<file path="config.mk">
export PLATFORM = sky130hd
export DESIGN_NAME = gpio_transmitter
export DESIGN_NICKNAME = d
export VERILOG_FILES = /design/src/rtl/gpio_link_pkg.sv /design/src/rtl/gpio_transmitter_text_fifo.sv /design/src/rtl/gpio_transmitter.sv
export SDC_FILE = /design/constraint.sdc
export NUM_CORES = 1
export LEC_CHECK = 0
export ABC_AREA = 1
export BUFFER_PORTS_ARGS = -buffer_cell sky130_fd_sc_hd__buf_4
export CAP_MARGIN = 20
export CORE_ASPECT_RATIO = 1.2
export CORE_MARGIN = 2
export CORE_UTILIZATION = 37
export CTS_BUF_LIST = sky130_fd_sc_hd__clkbuf_2 sky130_fd_sc_hd__clkbuf_4 sky130_fd_sc_hd__clkbuf_8
export DETAILED_ROUTE_END_ITERATION = 8
export SETUP_SLACK_MARGIN = 0.1
export SYNTH_ARGS = -nofsm -noshare
export SYNTH_HDL_FRONTEND = slang
export SYNTH_SLANG_ARGS = --single-unit
</file>
<file path="constraint.sdc">
create_clock -name FPGA_clock -period 2.2 [get_ports FPGA_clock]
set_input_delay 0.44 -clock FPGA_clock [delete_from_list [all_inputs] [get_ports FPGA_clock]]
set_output_delay 0.44 -clock FPGA_clock [all_outputs]
set_load 0.005 [all_outputs]
</file>
<file path="src/rtl/gpio_link_pkg.sv">
// gpio_link_pkg: constants and types shared by both ends of the 18-pin GPIO link.
//   Pin map  : [17] forwarded tx clock, [16] valid strobe, [15:0] data word.
//   Word 0   : [15] text-ready flag, [14] audio-ready flag, [7:0] text byte.
//   Frame    : three 16-bit words, sent in the order W0, W1, W2.
package gpio_link_pkg;

   localparam int unsigned TX_CLK_BIT    = 17;
   localparam int unsigned TX_VALID_BIT  = 16;
   localparam int unsigned TEXT_RDY_BIT  = 15;
   localparam int unsigned AUDIO_RDY_BIT = 14;
   localparam int unsigned FRAME_WORDS   = 3;

   typedef enum logic [1:0] {
      IDLE = 2'd0,
      W0   = 2'd1,
      W1   = 2'd2,
      W2   = 2'd3
   } link_state_e;

   // Header word of a frame. The text field reads as zero when no text is carried.
   function automatic logic [15:0] make_word0(input logic       t_rdy,
                                              input logic       a_rdy,
                                              input logic [7:0] text);
      logic [15:0] w;
      w                = '0;
      w[TEXT_RDY_BIT]  = t_rdy;
      w[AUDIO_RDY_BIT] = a_rdy;
      w[7:0]           = t_rdy ? text : 8'h00;
      return w;
   endfunction

endpackage

</file>
<file path="src/rtl/gpio_transmitter_text_fifo.sv">
// text_fifo: synchronous first-word-fall-through FIFO, 8 bits wide.
//   clk, reset : system clock, synchronous active-high reset
//   push, din  : write strobe and data (accepted when not full, or when full
//                and popping in the same cycle)
//   pop, dout  : read strobe; dout always shows the head entry
//   full, empty: occupancy flags
module text_fifo #(
   parameter int unsigned DEPTH = 8
) (
   input  logic       clk,
   input  logic       reset,
   input  logic       push,
   input  logic       pop,
   input  logic [7:0] din,
   output logic [7:0] dout,
   output logic       full,
   output logic       empty
);

   localparam int unsigned AW = (DEPTH > 1) ? $clog2(DEPTH) : 1;

   // Pointers carry one extra wrap bit so full and empty can be told apart.
   logic [AW:0] wr_q, rd_q;
   logic [7:0]  mem_q [DEPTH];
   logic        do_push, do_pop;

   assign empty   = (wr_q == rd_q);
   assign full    = (wr_q[AW] != rd_q[AW]) && (wr_q[AW-1:0] == rd_q[AW-1:0]);
   assign do_pop  = pop && !empty;
   assign do_push = push && (!full || do_pop);
   assign dout    = mem_q[rd_q[AW-1:0]];

   always_ff @(posedge clk) begin
      if (reset) begin
         wr_q <= '0;
         rd_q <= '0;
      end else begin
         if (do_push) wr_q <= wr_q + 1'b1;
         if (do_pop)  rd_q <= rd_q + 1'b1;
      end
   end

   always_ff @(posedge clk) begin
      if (do_push) mem_q[wr_q[AW-1:0]] <= din;
   end

endmodule

</file>
<file path="src/rtl/gpio_transmitter.sv">
// gpio_transmitter: buffers text bytes and audio samples and serialises them as
// three-word frames over an 18-pin GPIO bus with a forwarded, free-running clock.
//   FPGA_clock, reset : system clock, synchronous active-high reset
//   text_in/_ready_in : one-cycle push of a character into the text FIFO
//   audio_in/_ready_in: one-cycle strobe latching the latest audio sample
//   tx_pins           : [17] tx clock, [16] valid, [15:0] data word
//   busy              : frame in flight or data still buffered
//   text_overflow     : one-cycle pulse after a dropped text push
module gpio_transmitter
   import gpio_link_pkg::*;
#(
   parameter int unsigned CLK_HALF        = 4,
   parameter int unsigned GAP_PERIODS     = 2,
   parameter int unsigned TEXT_FIFO_DEPTH = 8
) (
   input  logic        FPGA_clock,
   input  logic        reset,
   input  logic [7:0]  text_in,
   input  logic        text_ready_in,
   input  logic [31:0] audio_in,
   input  logic        audio_ready_in,
   output logic [17:0] tx_pins,
   output logic        busy,
   output logic        text_overflow
);

   localparam int unsigned DW = $clog2(CLK_HALF);
   localparam int unsigned GW = $clog2(GAP_PERIODS + 1);

   logic [DW-1:0] div_q, div_d;
   logic          txclk_q;
   logic          valid_q;
   logic [15:0]   data_q;
   link_state_e   state_q;
   logic [GW-1:0] gap_q;
   logic          pend_q;
   logic [31:0]   audio_q;
   logic          fr_ardy_q;
   logic [31:0]   fr_audio_q;
   logic          ovf_q;

   logic          wrap, fall_tick, leave, fifo_pop;
   logic          fifo_full, fifo_empty;
   logic [7:0]    fifo_dout;

   text_fifo #(.DEPTH(TEXT_FIFO_DEPTH)) u_text_fifo (
      .clk   (FPGA_clock),
      .reset (reset),
      .push  (text_ready_in),
      .pop   (fifo_pop),
      .din   (text_in),
      .dout  (fifo_dout),
      .full  (fifo_full),
      .empty (fifo_empty)
   );

   assign wrap      = (div_q == DW'(CLK_HALF - 1));
   assign div_d     = wrap ? '0 : div_q + 1'b1;
   // The edge that drives the tx clock low is the only edge the frame logic uses.
   assign fall_tick = wrap && txclk_q;
   assign leave     = fall_tick && (state_q == IDLE) && (gap_q == GW'(GAP_PERIODS))
                      && (!fifo_empty || pend_q);
   assign fifo_pop  = leave && !fifo_empty;

   always_ff @(posedge FPGA_clock) begin
      if (reset) begin
         div_q   <= '0;
         txclk_q <= 1'b0;
      end else begin
         div_q <= div_d;
         if (wrap) txclk_q <= ~txclk_q;
      end
   end

   always_ff @(posedge FPGA_clock) begin
      if (reset) begin
         state_q    <= IDLE;
         gap_q      <= '0;
         valid_q    <= 1'b0;
         data_q     <= '0;
         fr_ardy_q  <= 1'b0;
         fr_audio_q <= '0;
         pend_q     <= 1'b0;
         audio_q    <= '0;
      end else begin
         if (fall_tick) begin
            unique case (state_q)
               IDLE: begin
                  if (leave) begin
                     // Word 0 goes out on the same edge as the snapshot is taken.
                     fr_ardy_q  <= pend_q;
                     fr_audio_q <= pend_q ? audio_q : '0;
                     valid_q    <= 1'b1;
                     data_q     <= make_word0(!fifo_empty, pend_q, fifo_dout);
                     state_q    <= W0;
                  end else if (gap_q != GW'(GAP_PERIODS)) begin
                     gap_q <= gap_q + 1'b1;
                  end
               end
               W0: begin
                  data_q  <= fr_audio_q[31:16];
                  state_q <= W1;
               end
               W1: begin
                  data_q  <= fr_audio_q[15:0];
                  state_q <= W2;
               end
               W2: begin
                  valid_q <= 1'b0;
                  data_q  <= '0;
                  gap_q   <= '0;
                  state_q <= IDLE;
               end
               default: state_q <= IDLE;
            endcase
         end
         // A new sample arriving on the snapshot edge stays pending (last write wins).
         if (leave && pend_q) pend_q <= 1'b0;
         if (audio_ready_in) begin
            audio_q <= audio_in;
            pend_q  <= 1'b1;
         end
      end
   end

   always_ff @(posedge FPGA_clock) begin
      if (reset) ovf_q <= 1'b0;
      else       ovf_q <= text_ready_in && fifo_full && !fifo_pop;
   end

   always_comb begin
      tx_pins               = '0;
      tx_pins[TX_CLK_BIT]   = txclk_q;
      tx_pins[TX_VALID_BIT] = valid_q;
      tx_pins[15:0]         = data_q;
   end

   assign busy          = (state_q != IDLE) || !fifo_empty || pend_q;
   assign text_overflow = ovf_q;

endmodule

</file>
Word level (Yosys, flattened, before mapping)
Memories as Yosys holds them, arrays and structs flattened. A register that Yosys moved wholly into a read port is not among the register bits.
Cells that the tools add are included.
{"block": "word_totals", "register_bits": 98, "latchBits": 0, "mem_bits_rw": 64, "romBits": 0, "inputBits": 44, "output_inout_bits": 20, "word_cells": 74, "memories": 1}
{"name": "u_text_fifo.mem_q", "words": 8, "width": 8, "rd": 1, "rd_clocked_by_memory_dff": 1, "wr": 1, "line_no": "gpio_transmitter_text_fifo.sv:24", "source": "logic [7:0] mem_q [DEPTH];"}
{"block": "classes", "n_addsub": 4, "mul": 0, "div": 0, "magnitude_cmp": 0, "eq_ne": 12, "shifts": 0, "mux": 17, "n_bitwise": 1, "n_reduce_logical": 27}
{"operator": "16-bit case mux with 4 select lines", "n": 1}
{"operator": "32-bit 2-to-1 mux", "n": 1}
{"operator": "16-bit 2-to-1 mux", "n": 1}
{"operator": "1-bit logical AND", "n": 11}
{"operator": "4-bit by 1-bit adder with 4-bit output (second input constant)", "n": 2}
{"operator": "2-bit == test (second input constant)", "n": 4}
{"operator": "8-bit 2-to-1 mux", "n": 1}
{"operator": "2-bit case mux with 4 select lines", "n": 1}
{"operator": "2-bit 2-to-1 mux", "n": 3}
{"operator": "3-bit 2-to-1 mux", "n": 2}
{"operator": "2-bit != test (second input constant)", "n": 3}
{"operator": "3-bit AND reduction", "n": 2}
{"operator": "2-bit nonzero test", "n": 3}
{"operator": "1-bit 2-to-1 mux", "n": 5}
{"operator": "2-bit by 1-bit adder with 2-bit output (second input constant)", "n": 2}
{"operator": "4-bit == test", "n": 1}
{"operator": "1-bit logical OR", "n": 4}
{"operator": "2-bit case mux with 2 select lines", "n": 1}
{"operator": "4-bit AND reduction", "n": 1}
{"operator": "3-bit == test", "n": 1}
{"operator": "1-bit logical NOT", "n": 3}
{"operator": "2-bit by 1-bit == test with 1-bit output (second input constant)", "n": 1}
{"operator": "2-bit logical NOT", "n": 1}
{"operator": "2-bit by 1-bit != test with 1-bit output (second input constant)", "n": 1}
{"operator": "other kinds (5)", "n": 5}

Longest topological paths before layout
{"block": "depth", "word_depth": 11, "ltp_mapped": 11, "mapped_depth_nobuf": 11}

Modules after synthesis
A second synthesis with hierarchy kept.
{"block": "unflattened", "cells_unflattened": 779, "hier_area_um2": 6822.8}
{"mod": "gpio_transmitter", "n_inst": 1, "cells_per_inst": 504, "area_per_inst_um2": 3721.1, "seq_area_each_um2": 1801.7}
{"mod": "text_fifo", "n_inst": 1, "cells_per_inst": 275, "area_per_inst_um2": 3101.7, "seq_area_each_um2": 2142.1}

Least setup slack after synthesis
OpenSTA, ideal clock, no wires.
{"block": "synth_path", "kind": "reg-to-reg", "from": "register state_q[0]", "to": "memory u_text_fifo.mem_q[6][0] (enable)", "setup_ps": 395, "arrival_time_ps": 1846, "required_ps": 1805, "path_slack_ps": -40, "stages_incl_launch_ff": 9, "period_less_slack_ps": 2240, "cell_sequence": "dfxtp_1 -> inv_1 -> ha_1 -> nand2_1 -> inv_1 -> nand2_1 -> nand4_2 -> nand2_2 -> nor4_1"}
{"block": "synth_via", "elab_chain_cells": 10}
{"item": "start: declaration", "line_no": "gpio_transmitter.sv:34", "source": "link_state_e state_q;"}
{"item": "start signal: assignment", "line_no": "gpio_transmitter.sv:77", "source": "state_q <= IDLE;"}
{"item": "start signal: assignment", "line_no": "gpio_transmitter.sv:95", "source": "state_q <= W0;"}
{"item": "start signal: assignment", "line_no": "gpio_transmitter.sv:102", "source": "state_q <= W1;"}
{"item": "2-bit logical NOT", "line_no": "gpio_transmitter.sv:61", "source": "assign leave = fall_tick && (state_q == IDLE) && (gap_q == GW'(GAP_PERIODS))"}
{"item": "1-bit logical AND (2 in series)", "line_no": "gpio_transmitter.sv:61"}
{"item": "1-bit logical AND", "line_no": "gpio_transmitter.sv:62", "source": "&& (!fifo_empty || pend_q);"}
{"item": "1-bit logical AND", "line_no": "gpio_transmitter.sv:63", "source": "assign fifo_pop = leave && !fifo_empty;"}
{"item": "1-bit logical AND", "line_no": "gpio_transmitter_text_fifo.sv:29", "source": "assign do_pop = pop && !empty;"}
{"item": "1-bit logical OR", "line_no": "gpio_transmitter_text_fifo.sv:30", "source": "assign do_push = push && (!full || do_pop);"}
{"item": "1-bit logical AND", "line_no": "gpio_transmitter_text_fifo.sv:30"}
{"item": "1-bit 2-to-1 mux", "line_no": "gpio_transmitter_text_fifo.sv:44", "source": "if (do_push) mem_q[wr_q[AW-1:0]] <= din;"}
{"item": "1-bit 2-to-1 mux (implied by the code)", "line_no": "gpio_transmitter_text_fifo.sv:44"}
{"item": "end: declaration", "line_no": "gpio_transmitter_text_fifo.sv:24"}
No other way between the ends.

Final worst setup path
{"block": "layout_path", "from": "register div_q[0]", "to": "memory u_text_fifo.mem_q[0][4] (enable)"}
{"block": "layout_via", "elab_chain_cells": 11}
{"item": "start: declaration", "line_no": "gpio_transmitter.sv:30", "source": "logic [DW-1:0] div_q, div_d;"}
{"item": "start signal: assignment", "line_no": "gpio_transmitter.sv:70", "source": "div_q <= div_d;"}
{"item": "2-bit == test", "line_no": "gpio_transmitter.sv:57", "source": "assign wrap = (div_q == DW'(CLK_HALF - 1));"}
{"item": "1-bit logical AND", "line_no": "gpio_transmitter.sv:60", "source": "assign fall_tick = wrap && txclk_q;"}
{"item": "1-bit logical AND (2 in series)", "line_no": "gpio_transmitter.sv:61"}
{"item": "1-bit logical AND", "line_no": "gpio_transmitter.sv:62"}
{"item": "1-bit logical AND", "line_no": "gpio_transmitter.sv:63"}
{"item": "1-bit logical AND", "line_no": "gpio_transmitter_text_fifo.sv:29"}
{"item": "1-bit logical OR", "line_no": "gpio_transmitter_text_fifo.sv:30"}
{"item": "1-bit logical AND", "line_no": "gpio_transmitter_text_fifo.sv:30"}
{"item": "1-bit 2-to-1 mux", "line_no": "gpio_transmitter_text_fifo.sv:44"}
{"item": "1-bit 2-to-1 mux (implied by the code)", "line_no": "gpio_transmitter_text_fifo.sv:44"}
No other way between the ends.

==> summary.txt <==
Total track usage = 16.7%
GPL Wtd Cong = 0.800
Max_cap viols = 0
First-pass GRT wire length = 26000 um
Clock Path Buffers = 2
Final hold vios = 0
Net Sw Power = 0.00142 W
Int Pwr = 0.00465 W
Ant. Diodes = 0
Cell Pwr Density = 756 mW/mm^2
Peak supply drop = 0.000458 V
Required @ worst endpoint = 2300 ps
# fillers = 1830
Area share of the largest cell type after synthesis = 29.3%
Initial Util = 37.8%
Die W = 129 um
Starting DRT DRC Count = 301
Vias = 5204
Die Ht = 154 um
Clock power share = 40.3%
Highest clock rate = 476 MHz
Placed cell areas = 0.00755 mm^2
Worst Path Arrival = 2200 ps
Worst slew margin = 36.4%
Pin count of the biggest net entering global routing = 42
Worst Hold Slack = 203 ps
Avg WL per Cell = 14.8 um
EDFF count, synth = 64
Clk_skew = 19.7 ps
Startpoint types = flop
Synth area leaders = dfxtp_1 (29%), edfxtp_1 (28%), nand2_1 (9.5%), nor2_1 (7.4%), o21ai_0 (4.4%)
Switching part of the total = 23.4%
Worst min path class = input port to flop
Fin crit share = 95.5%
Max Slew Vio Count = 0
Antenna violations before repair = 0
Total die area = 0.0198 mm^2
CP Cell Sequence = ha_1, nand2_1, inv_1, nand2_1, nand4_2, nand2_2, inv_2, nand2_1, nor2_1
Asr flop ratio synth = 0%
Cells after synthesis = 783
Ys flop type = dfxtp_1
Synth cell types = 35
Mapped Avg Cell Area = 8.81 um^2
CP max-delay cell = nor2_1
Placed cell count = 1037
Total CTS buffers = 17
Fin area = 0.00803 mm^2
Vias per cell = 4.86
Share of cells above drive strength 1 = 18.3%
Cell Area, Synth = 0.00690 mm^2
I/O pins = 64
Final net count = 887
TritonCTS clock tree = built
RSZ-0062 raised after global routing = true
PnR worst setup slack = 100 ps
Gr ovfl total = 0
Largest area contributor in the netlist = dfxtp_1
Worst path most repeated cell = nand2_1
H-tree levels = 4
Comb pwr share = 5.6%
Yosys warnings = 0
Min Tclk post-route = 2100 ps
Root buf cell = clkbuf_8
Post-route DRC violation count = 0
Syn_nets = 836
Endpoints failing setup = 0
Status = complete, no violations
TritonRoute pass-1 iters = 6
Max stage delay on crit path = 530 ps
Clock Pin Slew Worst Setup and Hold Paths = 90 ps
LEAKAGE = 3.10 nW
Crit-path max FO = 8
Worst-Margin Slew = 952 ps
Port Buffer Count = 63
# hold bufs at CTS = 0
Most common cell in the netlist = nand2_1
CTS sink cnt = 165
Worst-Skew Late Latency = 460 ps
ANT nets after route = 0
Pre-CTS setup slack = 91.6 ps
Sequential share of the synthesized area = 57.2%
Worst setup path class = flop to flop
Yosys reg bits = 165
Placeable Area = 0.0182 mm^2
Crit end category = flop
Most frequent cells after synthesis = nand2_1 (174), nor2_1 (136), dfxtp_1 (101), edfxtp_1 (64), o21ai_0 (60)
Pwr Total = 0.00608 W
Synth-to-Final Area Change = 16.4%
Num rows = 54
Vias in the first global route = 5006
Final HPWL DP = 11000 um
Routed wire length = 15800 um
Sequential Power Share = 54.1%
Cell Count, Final, Fillers Out = 1071
[worst max-delay path, delay by kind of cell, from the launching register on]
family                     cells  cell delay (ps)
and+or+nand+nor                6             1060
DFF                            1              350
adders and majority gates      1              180
buffers and inverters          2              160
[power groups by stage]
stage / clock network [W] / logic [W] / registers (W)
6_report: 0.00245 / 0.000342 / 0.00328
5_1_grt: 0.00265 / 0.000388 / 0.00329
4_1_cts: 0.00251 / 0.000341 / 0.00329
3_5_place_dp: 0 / 0.000338 / 0.00336
3_3_place_gp: 0 / 0.000336 / 0.00335
2_1_floorplan: 0 / 0.000195 / 0.00335
[kinds of logic after synthesis]
| group | after synthesis | synth area share (%) |
|---|---|---|
| and+or+nand+nor | 397 | 25.1 |
| DFF | 165 | 57.2 |
| AOI/OAI and AO/OA | 133 | 10.6 |
| buffers and inverters | 76 | 5.13 |
| adders and majority gates | 9 | 1.63 |
| xor gates and xnor gates | 3 | 0.381 |
[repair_timing]
| action | CTS | global route |
|---|---|---|
| pin swaps | 0 | 3 |
| setup endpoints to repair | 16 | 57 |
| buffers inserted | 0 | 2 |
| gates resized for setup | 5 | 5 |
| cloned | 0 | 0 |
[cells in the final DEF (no fill, tap or decap), types with 2 or more instances in the layout]
cell type,instances
dfxtp_1,96
inv_2,4
buf_4,83
dfxtp_2,3
clkinv_2,2
inv_8,5
nand3b_1,8
edfxtp_1,64
nand2_1,174
a22o_1,10
nand2_2,3
ha_1,9
inv_6,2
a21oi_1,50
nor2_1,133
bufinv_16,4
clkbuf_8,17
nor2_2,4
dfxtp_4,2
inv_1,20
o21ai_0,60
nand3_2,9
a21oi_2,7
nor2_4,2
xor2_1,3
nand3_1,54
o21ai_1,5
nor3_1,2
[final timing paths]
kind               startpoint  slack [ps]  depth (start not counted)                      end
setup / recovery     div_q[0]         100                          9  u_text_fifo.mem_q[0][4]
hold / removal    audio_in[6]         200                          3               audio_q[6]
setup reg to reg     div_q[0]         100                          9  u_text_fifo.mem_q[0][4]
hold reg to reg      div_q[0]         430                          1                 div_q[0]
[layer usage]
layer / vias up / wire length [um] / track usage, %
met5: - / 0 / 0
met4: 0 / 305 / 5.59
met3: 19 / 614 / 3.69
met2: 106 / 7570 / 27.1
met1: 2386 / 7340 / 22.1
li1: 2693 / - / -
[layout make-up]
class                           count  area [um^2]  share of cell area, %
Tap cell                          224          280                   3.49
Clock buffer                       17          234                   2.91
Inverter                           24         90.1                   1.12
Clock inverter                     15          215                   2.68
Sequential cell                   165         3960                   49.2
Multi-Input combinational cell    542         2620                   32.6
Timing Repair Buffer               84          643                   8.00
[sequential cells by signal, summed over array words and instances, names as in the netlist, named ones only]
register / cells
fr_audio_q: 32
data_q: 16
u_text_fifo.mem_q: 64
state_q: 2
txclk_q: 1
pend_q: 1
valid_q: 1
audio_q: 32
u_text_fifo.rd_q: 4
u_text_fifo.wr_q: 4
text_overflow: 1
div_q: 2
gap_q: 2
[per-stage QoR]
stage	TNS, ps	util (%)
floorplan	0	-
global placement	0	41.4
detailed placement	0	41.4
CTS	0	43.9
global route	-1550	44.0
finish	0	44.0
No activity file was read; power rests on OpenSTA's default activity.
